File: config.mk
export PLATFORM = sky130hd
export DESIGN_NAME = mand_sched
export DESIGN_NICKNAME = d
export VERILOG_FILES = /design/src/rtl/mand_sched.sv
export SDC_FILE = /design/constraint.sdc
export NUM_CORES = 2
export LEC_CHECK = 0
export ABC_AREA = 0
export CORE_UTILIZATION = 60
export CTS_CLUSTER_SIZE = 40
export DETAILED_ROUTE_END_ITERATION = 12
export HOLD_SLACK_MARGIN = 0.15
export PLACE_DENSITY = 0.77
export REMOVE_ABC_BUFFERS = 1
export SETUP_SLACK_MARGIN = 0.15
export SYNTH_ARGS = -nofsm -noshare
export SYNTH_HDL_FRONTEND = slang
export SYNTH_SLANG_ARGS = --single-unit
File: constraint.sdc
create_clock -name clk_i -period 3.5 [get_ports clk_i]
set_input_delay 0.7 -clock clk_i [delete_from_list [all_inputs] [get_ports clk_i]]
set_output_delay 0.7 -clock clk_i [all_outputs]
set_load 0.01 [all_outputs]
File: src/rtl/mand_sched.sv
// Mandelbrot iteration scheduler: streams point indices, tracks escapes, ping-pongs banks.
// Result stage LATENCY cycles after issue; no datapath backpressure, bus acks one cycle after request.
module mand_sched #(
  parameter int ADDR_W  = 10,
  parameter int LATENCY = 30,
  parameter int ITER_W  = 16
) (
  input  logic              clk_i,
  input  logic              rst_n,
  input  logic              cyc_i,
  input  logic              stb_i,
  input  logic              we_i,
  input  logic [1:0]        adr_i,
  input  logic [31:0]       dat_i,
  output logic [31:0]       dat_o,
  output logic              ack_o,
  output logic              rd_en_o,
  output logic [ADDR_W-1:0] rd_adr_o,
  output logic              wr_en_o,
  output logic [ADDR_W-1:0] wr_adr_o,
  input  logic              esc_i,
  output logic              buf_sel_o,
  output logic              cnt_we_o,
  output logic [ADDR_W-1:0] cnt_adr_o,
  output logic [ITER_W-1:0] cnt_dat_o,
  output logic              busy_o
);

  localparam int NPTS_W = ADDR_W + 1;
  localparam int DEPTH  = 1 << ADDR_W;

  typedef enum logic [1:0] {IDLE, ISSUE, DRAIN, SWAP} state_t;

  state_t              state_q, state_d;
  logic                ack_q, ack_d;
  logic [31:0]         dat_q, dat_d;
  logic                rd_en_q, rd_en_d;
  logic [ADDR_W-1:0]   rd_adr_q, rd_adr_d;
  logic                buf_sel_q, buf_sel_d;
  logic                cnt_we_q, cnt_we_d;
  logic [ADDR_W-1:0]   cnt_adr_q, cnt_adr_d;
  logic [ITER_W-1:0]   cnt_dat_q, cnt_dat_d;
  logic                busy_q, busy_d;
  logic [NPTS_W-1:0]   npts_q, npts_d;
  logic [ITER_W-1:0]   max_iter_q, max_iter_d;
  logic [ITER_W-1:0]   pass_q, pass_d;
  logic [NPTS_W-1:0]   esc_cnt_q, esc_cnt_d;
  logic                done_q, done_d;
  logic                aborted_q, aborted_d;
  logic [DEPTH-1:0]    esc_map_q, esc_map_d;
  logic [LATENCY-1:0]  vld_q, vld_d;
  logic [ADDR_W-1:0]   padr_q [LATENCY];
  logic [ADDR_W-1:0]   padr_d [LATENCY];

  logic                req, wr_req, start_cmd, abort_cmd;
  logic                out_vld;
  logic [ADDR_W-1:0]   out_adr;
  logic [ITER_W-1:0]   pass_inc;
  logic                last_pass;
  logic                unused_dat;

  assign req       = cyc_i & stb_i & ~ack_q;
  assign wr_req    = req & we_i;
  assign abort_cmd = wr_req & (adr_i == 2'd0) & dat_i[1];
  assign start_cmd = wr_req & (adr_i == 2'd0) & dat_i[0] & ~dat_i[1];
  assign out_vld   = vld_q[LATENCY-1];
  assign out_adr   = padr_q[LATENCY-1];
  assign pass_inc  = (pass_q == '1) ? pass_q : pass_q + ITER_W'(1);
  assign last_pass = ({1'b0, pass_q} + (ITER_W+1)'(1)) == {1'b0, max_iter_q};
  assign unused_dat = ^dat_i[31:ITER_W];

  always_comb begin
    state_d    = state_q;
    ack_d      = 1'b0;
    dat_d      = '0;
    rd_en_d    = rd_en_q;
    rd_adr_d   = rd_adr_q;
    buf_sel_d  = buf_sel_q;
    cnt_we_d   = 1'b0;
    cnt_adr_d  = cnt_adr_q;
    cnt_dat_d  = cnt_dat_q;
    busy_d     = busy_q;
    npts_d     = npts_q;
    max_iter_d = max_iter_q;
    pass_d     = pass_q;
    esc_cnt_d  = esc_cnt_q;
    done_d     = done_q;
    aborted_d  = aborted_q;
    esc_map_d  = esc_map_q;

    if (req) begin
      ack_d = 1'b1;
      if (!we_i) begin
        case (adr_i)
          2'd0: dat_d = {29'b0, aborted_q, done_q, busy_q};
          2'd1: dat_d = 32'(npts_q);
          2'd2: dat_d = 32'(max_iter_q);
          2'd3: dat_d = {16'(esc_cnt_q), 16'(pass_q)};
        endcase
      end
    end
    if (wr_req && !busy_q) begin
      if (adr_i == 2'd1) npts_d = dat_i[ADDR_W] ? NPTS_W'(DEPTH) : dat_i[NPTS_W-1:0];
      if (adr_i == 2'd2) max_iter_d = dat_i[ITER_W-1:0];
    end

    vld_d     = {vld_q[LATENCY-2:0], rd_en_q};
    padr_d[0] = rd_adr_q;
    for (int k = 1; k < LATENCY; k++) padr_d[k] = padr_q[k-1];

    // First escape of a point is recorded once; later esc_i for it is ignored.
    if (out_vld && esc_i && !esc_map_q[out_adr]) begin
      esc_map_d[out_adr] = 1'b1;
      esc_cnt_d          = esc_cnt_q + NPTS_W'(1);
      cnt_we_d           = 1'b1;
      cnt_adr_d          = out_adr;
      cnt_dat_d          = pass_inc;
    end

    case (state_q)
      IDLE: begin
        if (start_cmd) begin
          if (npts_q == '0 || max_iter_q == '0) begin
            done_d = 1'b1;
            pass_d = '0;
          end else begin
            esc_map_d = '0;
            esc_cnt_d = '0;
            pass_d    = '0;
            done_d    = 1'b0;
            aborted_d = 1'b0;
            buf_sel_d = 1'b0;
            busy_d    = 1'b1;
            rd_en_d   = 1'b1;
            rd_adr_d  = '0;
            state_d   = ISSUE;
          end
        end
      end
      ISSUE: begin
        if ({1'b0, rd_adr_q} == npts_q - NPTS_W'(1)) begin
          rd_en_d = 1'b0;
          state_d = DRAIN;
        end else begin
          rd_adr_d = rd_adr_q + ADDR_W'(1);
        end
      end
      DRAIN: begin
        if (vld_q == '0) state_d = SWAP;
      end
      SWAP: begin
        pass_d    = pass_inc;
        buf_sel_d = ~buf_sel_q;
        if (last_pass || esc_cnt_q == npts_q) begin
          done_d  = 1'b1;
          busy_d  = 1'b0;
          state_d = IDLE;
        end else begin
          rd_en_d  = 1'b1;
          rd_adr_d = '0;
          state_d  = ISSUE;
        end
      end
    endcase

    // Abort drops everything in flight but leaves the progress counters readable.
    if (abort_cmd && busy_q) begin
      state_d   = IDLE;
      busy_d    = 1'b0;
      rd_en_d   = 1'b0;
      vld_d     = '0;
      aborted_d = 1'b1;
      done_d    = done_q;
      pass_d    = pass_q;
      buf_sel_d = buf_sel_q;
      esc_map_d = esc_map_q;
      esc_cnt_d = esc_cnt_q;
      cnt_we_d  = 1'b0;
    end
  end

  always_ff @(posedge clk_i or negedge rst_n) begin
    if (!rst_n) begin
      state_q    <= IDLE;
      ack_q      <= 1'b0;
      dat_q      <= '0;
      rd_en_q    <= 1'b0;
      rd_adr_q   <= '0;
      buf_sel_q  <= 1'b0;
      cnt_we_q   <= 1'b0;
      cnt_adr_q  <= '0;
      cnt_dat_q  <= '0;
      busy_q     <= 1'b0;
      npts_q     <= '0;
      max_iter_q <= '0;
      pass_q     <= '0;
      esc_cnt_q  <= '0;
      done_q     <= 1'b0;
      aborted_q  <= 1'b0;
      esc_map_q  <= '0;
      vld_q      <= '0;
      for (int k = 0; k < LATENCY; k++) padr_q[k] <= '0;
    end else begin
      state_q    <= state_d;
      ack_q      <= ack_d;
      dat_q      <= dat_d;
      rd_en_q    <= rd_en_d;
      rd_adr_q   <= rd_adr_d;
      buf_sel_q  <= buf_sel_d;
      cnt_we_q   <= cnt_we_d;
      cnt_adr_q  <= cnt_adr_d;
      cnt_dat_q  <= cnt_dat_d;
      busy_q     <= busy_d;
      npts_q     <= npts_d;
      max_iter_q <= max_iter_d;
      pass_q     <= pass_d;
      esc_cnt_q  <= esc_cnt_d;
      done_q     <= done_d;
      aborted_q  <= aborted_d;
      esc_map_q  <= esc_map_d;
      vld_q      <= vld_d;
      padr_q     <= padr_d;
    end
  end

  assign ack_o     = ack_q;
  assign dat_o     = dat_q;
  assign rd_en_o   = rd_en_q;
  assign rd_adr_o  = rd_adr_q;
  assign wr_en_o   = out_vld & ~esc_map_q[out_adr];
  assign wr_adr_o  = out_adr;
  assign buf_sel_o = buf_sel_q;
  assign cnt_we_o  = cnt_we_q;
  assign cnt_adr_o = cnt_adr_q;
  assign cnt_dat_o = cnt_dat_q;
  assign busy_o    = busy_q;

endmodule
==> impl_metrics.py <==
metrics = {
    "cts": {
        "cts.clk_slew.worst_paths_ps": 70,
        "ctsHtreeMaxLevel": 4,
        "clkLatencyLatePin_ps": 780,
        "cts_buffers": 151,
        "cts_max_path_buffers": 3,
        "cts_sinks": 1480,
        "cts_tree": "built",
        "cts-root-buf": "clkbuf_16",
    },
    "pwr": {
        "sw_frac_of_total": 0.2733,
        "total_power_mw": 43.69,
        "switchingPower_mw": 11.94,
        "leakagePower_nw": 33.77,
        "ir_worst_vdd_uv": 603.8,
        "p_clk_frac": 0.380,
        "p_int_mw": 31.75,
        "combPwrFrac": 0.199,
        "seqPwrFrac": 0.421,
        "power_density_nw_per_um2": 574.7,
    },
    "synth": {
        "yosys_warnings": 0,
        "seq_area_frac_synth": 0.6015,
        "synth-seq-cells": 1480,
        "ys_async_sr_fraction": 1.000,
        "synthFlopType": "dfrtp_1",
        "yosysTopAreaCellShare": 0.6015,
        "synth_area_leaders": "dfrtp_1 (60%), a32o_1 (9.4%), mux2i_1 (8.5%)",
        "synth_top_area_cell": "dfrtp_1",
        "synth.avg_cell_area_um2": 13.01,
        "synth_area_um2": 61570,
        "synth.most_common_cell": "dfrtp_1",
        "netlist_instances": 4733,
        "yosys-top-cells-count": "dfrtp_1 (1,480), a32o_1 (576), mux2i_1 (520)",
        "synth_cell_type_count": 74,
        "synth_edf_count": 0,
    },
    "grt": {
        "first_global_vias": 47550,
        "busiest_layer": "met2",
        "grtUsageMet2": 0.5530,
        "grt.total_usage": 0.3629,
        "grt_max_degree": 132,
        "grt.met1_usage": 0.4807,
        "gr-total-overflow": 0,
        "grt_pass1_wl_um": 288000,
        "antenna_found_initial": 3,
        "met3_usage": 0.08357,
    },
    "setup_path": {
        "slowest_delay_ps": 560,
        "startpoint_type": "flop",
        "path_delay_family": "simple AND/OR/NAND/NOR gates",
        "crit_chain": "buf_12 -> buf_12 -> buf_8 -> buf_6 -> mux2i_2 -> o22ai_1 -> nor4_1 -> nand2_1 -> a22o_1 -> nor3_4 -> nand4_4 -> inv_2 -> buf_6",
        "required_ps": 2800,
        "path_max_fanout": 7,
        "endpoint_kind": "output port",
        "critPathSlowestCell": "dfrtp_4",
        "crit_arrival_ps": 3800,
        "path_class": "flop to output port",
        "critPathBufInv": 6,
    },
    "sta": {
        "hold_viol": 0,
        "finalClockSkew_ps": 30.39,
        "fin_ws_ps": -1004,
        "maxSlewViolCount": 0,
        "clock.fmax_mhz": 222.0,
        "fin_crit_sh": 1.287,
        "slew_headroom": 0.2845,
        "min_period_ps": 4504,
        "tightest_slew_ps": 1064,
        "rsz0062_at_grt": "true",
        "fin_tns_setup_ps": -844030,
        "finalSetupViolCount": 1065,
    },
    "flow_run": {
        "maxCapViolCount": 0,
    },
    "run_status": {
        "violations": "setup timing",
        "status": "finished, violations left",
    },
    "routing": {
        "drc": 0,
        "ant_nets": 0,
        "via_count": 46890,
        "first_pass_iters": 8,
        "via_per_inst": 7.065,
        "routedWlPerCell_um": 28.63,
        "routed_wl_um": 190000,
        "initialDrtViolationCount": 6202,
    },
    "placement": {
        "dp_hpwl_um": 112700,
        "placed_area_um2": 68570,
        "pre_cts_ws_ps": -837.7,
        "gp_congestion": 0.9154,
        "io_buffers": 102,
    },
    "min_path": {
        "hold_path_class": "flop to flop",
    },
    "layout": {
        "nNetsFinal": 5199,
        "drive_gt1_frac": 0.2048,
        "final_util": 0.7472,
        "syn_to_final_growth_pct": 23.46,
        "final_area_um2": 76020,
        "fill_cells": 6027,
    },
    "floorplanning": {
        "rows": 117,
        "initial_core_util": 0.6052,
        "ios": 124,
        "core-area_um2": 101700,
        "dieArea_um2": 103900,
        "fp.dieH_um": 322.4,
        "fp.dieW_um": 322.4,
    },
}
==> registers in the layout, summed over array words and instances (netlist names), 2 cells and up <==
register    count
npts_q         11
state_q         2
wr_adr_o       10
cnt_dat_o      16
dat_o          27
esc_map_q    1024
cnt_adr_o      10
pass_q         16
esc_cnt_q      11
rd_adr_o       10
padr_d        290
max_iter_q     16
vld_q          30
==> power groups by stage <==
| stage | Clock [mW] | Sequential, mW | Combinational, mW |
|---|---|---|---|
| floorplan | 0 | 18.8 | 3.19 |
| global placement | 0 | 18.6 | 7.18 |
| detailed placement | 0 | 18.6 | 7.27 |
| CTS | 16.7 | 18.4 | 8.14 |
| global route | 17.5 | 18.4 | 9.05 |
| finish | 16.6 | 18.4 | 8.70 |
==> final timing paths <==
check / slack, ps / end / cells after the start / from
max in group asynchronous: 1780 / esc_map_q[230] / 4 / rst_n
hold reg to reg: 340 / padr_d[128] / 0 / padr_d[138]
setup / recovery: -1000 / wr_en_o / 13 / wr_adr_o[0]
setup reg to reg: -970 / esc_map_q[320] / 21 / wr_adr_o[0]
hold / removal: 340 / padr_d[128] / 0 / padr_d[138]
min in group asynchronous: 480 / esc_map_q[996] / 2 / rst_n
==> layout by cell type, fill, tap and decap left out, drive strengths merged, types with 8 or more instances in the layout <==
cell type,count
dfrtp,1480
buf,684
a32o,576
mux2i,520
a22o,449
clkbuf,230
o22ai,215
nor2,209
clkdlybuf4s50,100
nand2,91
o21ai,71
nor4,60
and2,46
a21oi,46
xnor2,43
nor3,39
mux2,38
inv,37
nand3,28
clkinv,27
and3,22
o2111ai,21
nand4,20
o22a,18
nand3b,15
a31oi,15
bufinv,11
nor2b,10
xor2,10
ha,10
nand2b,8
a22oi,8
or3,8
o211ai,8
o31ai,8
==> through the flow <==
stage,hold WS [ps],instances
6_report,335.8,6637
5_1_grt,346.1,6636
3_5_place_dp,334.7,6249
2_1_floorplan,331.2,4195
4_1_cts,342.8,6581
3_3_place_gp,331.3,6249
==> logic make-up after synthesis <==
| family | Yosys count | synth area share |
|---|---|---|
| DFF | 1480 | 0.6015 |
| AOI/OAI and AO/OA | 1454 | 0.2015 |
| and+or+nand+nor | 602 | 0.05176 |
| buffers and inverters | 571 | 0.04265 |
| muxes | 560 | 0.09221 |
| xor gates and xnor gates | 55 | 0.008270 |
| adders and majority gates | 10 | 0.002032 |
| other | 1 | 0.00006090 |
==> per-layer routing <==
metal,share of wire,vias to the layer above
met5,0,-
met4,0.064,0
met3,0.10,757
met2,0.46,3040
met1,0.37,23950
li1,-,19140
==> layout make-up <==
class,count,area [µm²],share of cell area
Tap cell,1368,1712,0.02252
Clock buffer,220,4508,0.05930
Timing Repair Buffer,801,9527,0.1253
Antenna cell,1,2.502,0.00003292
Sequential cell,1480,37040,0.4873
Inverter,29,108.9,0.001432
Clock inverter,52,624.3,0.008213
Multi-Input combinational cell,2686,22500,0.2959
==> worst reg2reg max path: stages (launching register included) <==
cell       delay, ps
dfrtp_4          560
buf_12           180
buf_12           150
buf_8            140
buf_6            140
mux2i_2          260
o22ai_1          150
nor4_1           310
nand2_1          220
a22o_1           290
nor3_4           210
nand4_4          180
buf_4            190
buf_6            100
buf_6            110
buf_12           130
nor4_4           170
buf_6            160
buf_12           160
bufbuf_16        300
buf_4            140
a32o_1           160
==> repair_timing <==
item                        CTS  global route
resized for setup            84            83
hold buffers                  1             0
hold endpoints to repair     61             0
setup endpoints to repair  1069          1073
pin swaps                    26            33
gates cloned                 15            11
setup buffers                44            44
(Power assumes the default switching activity.)
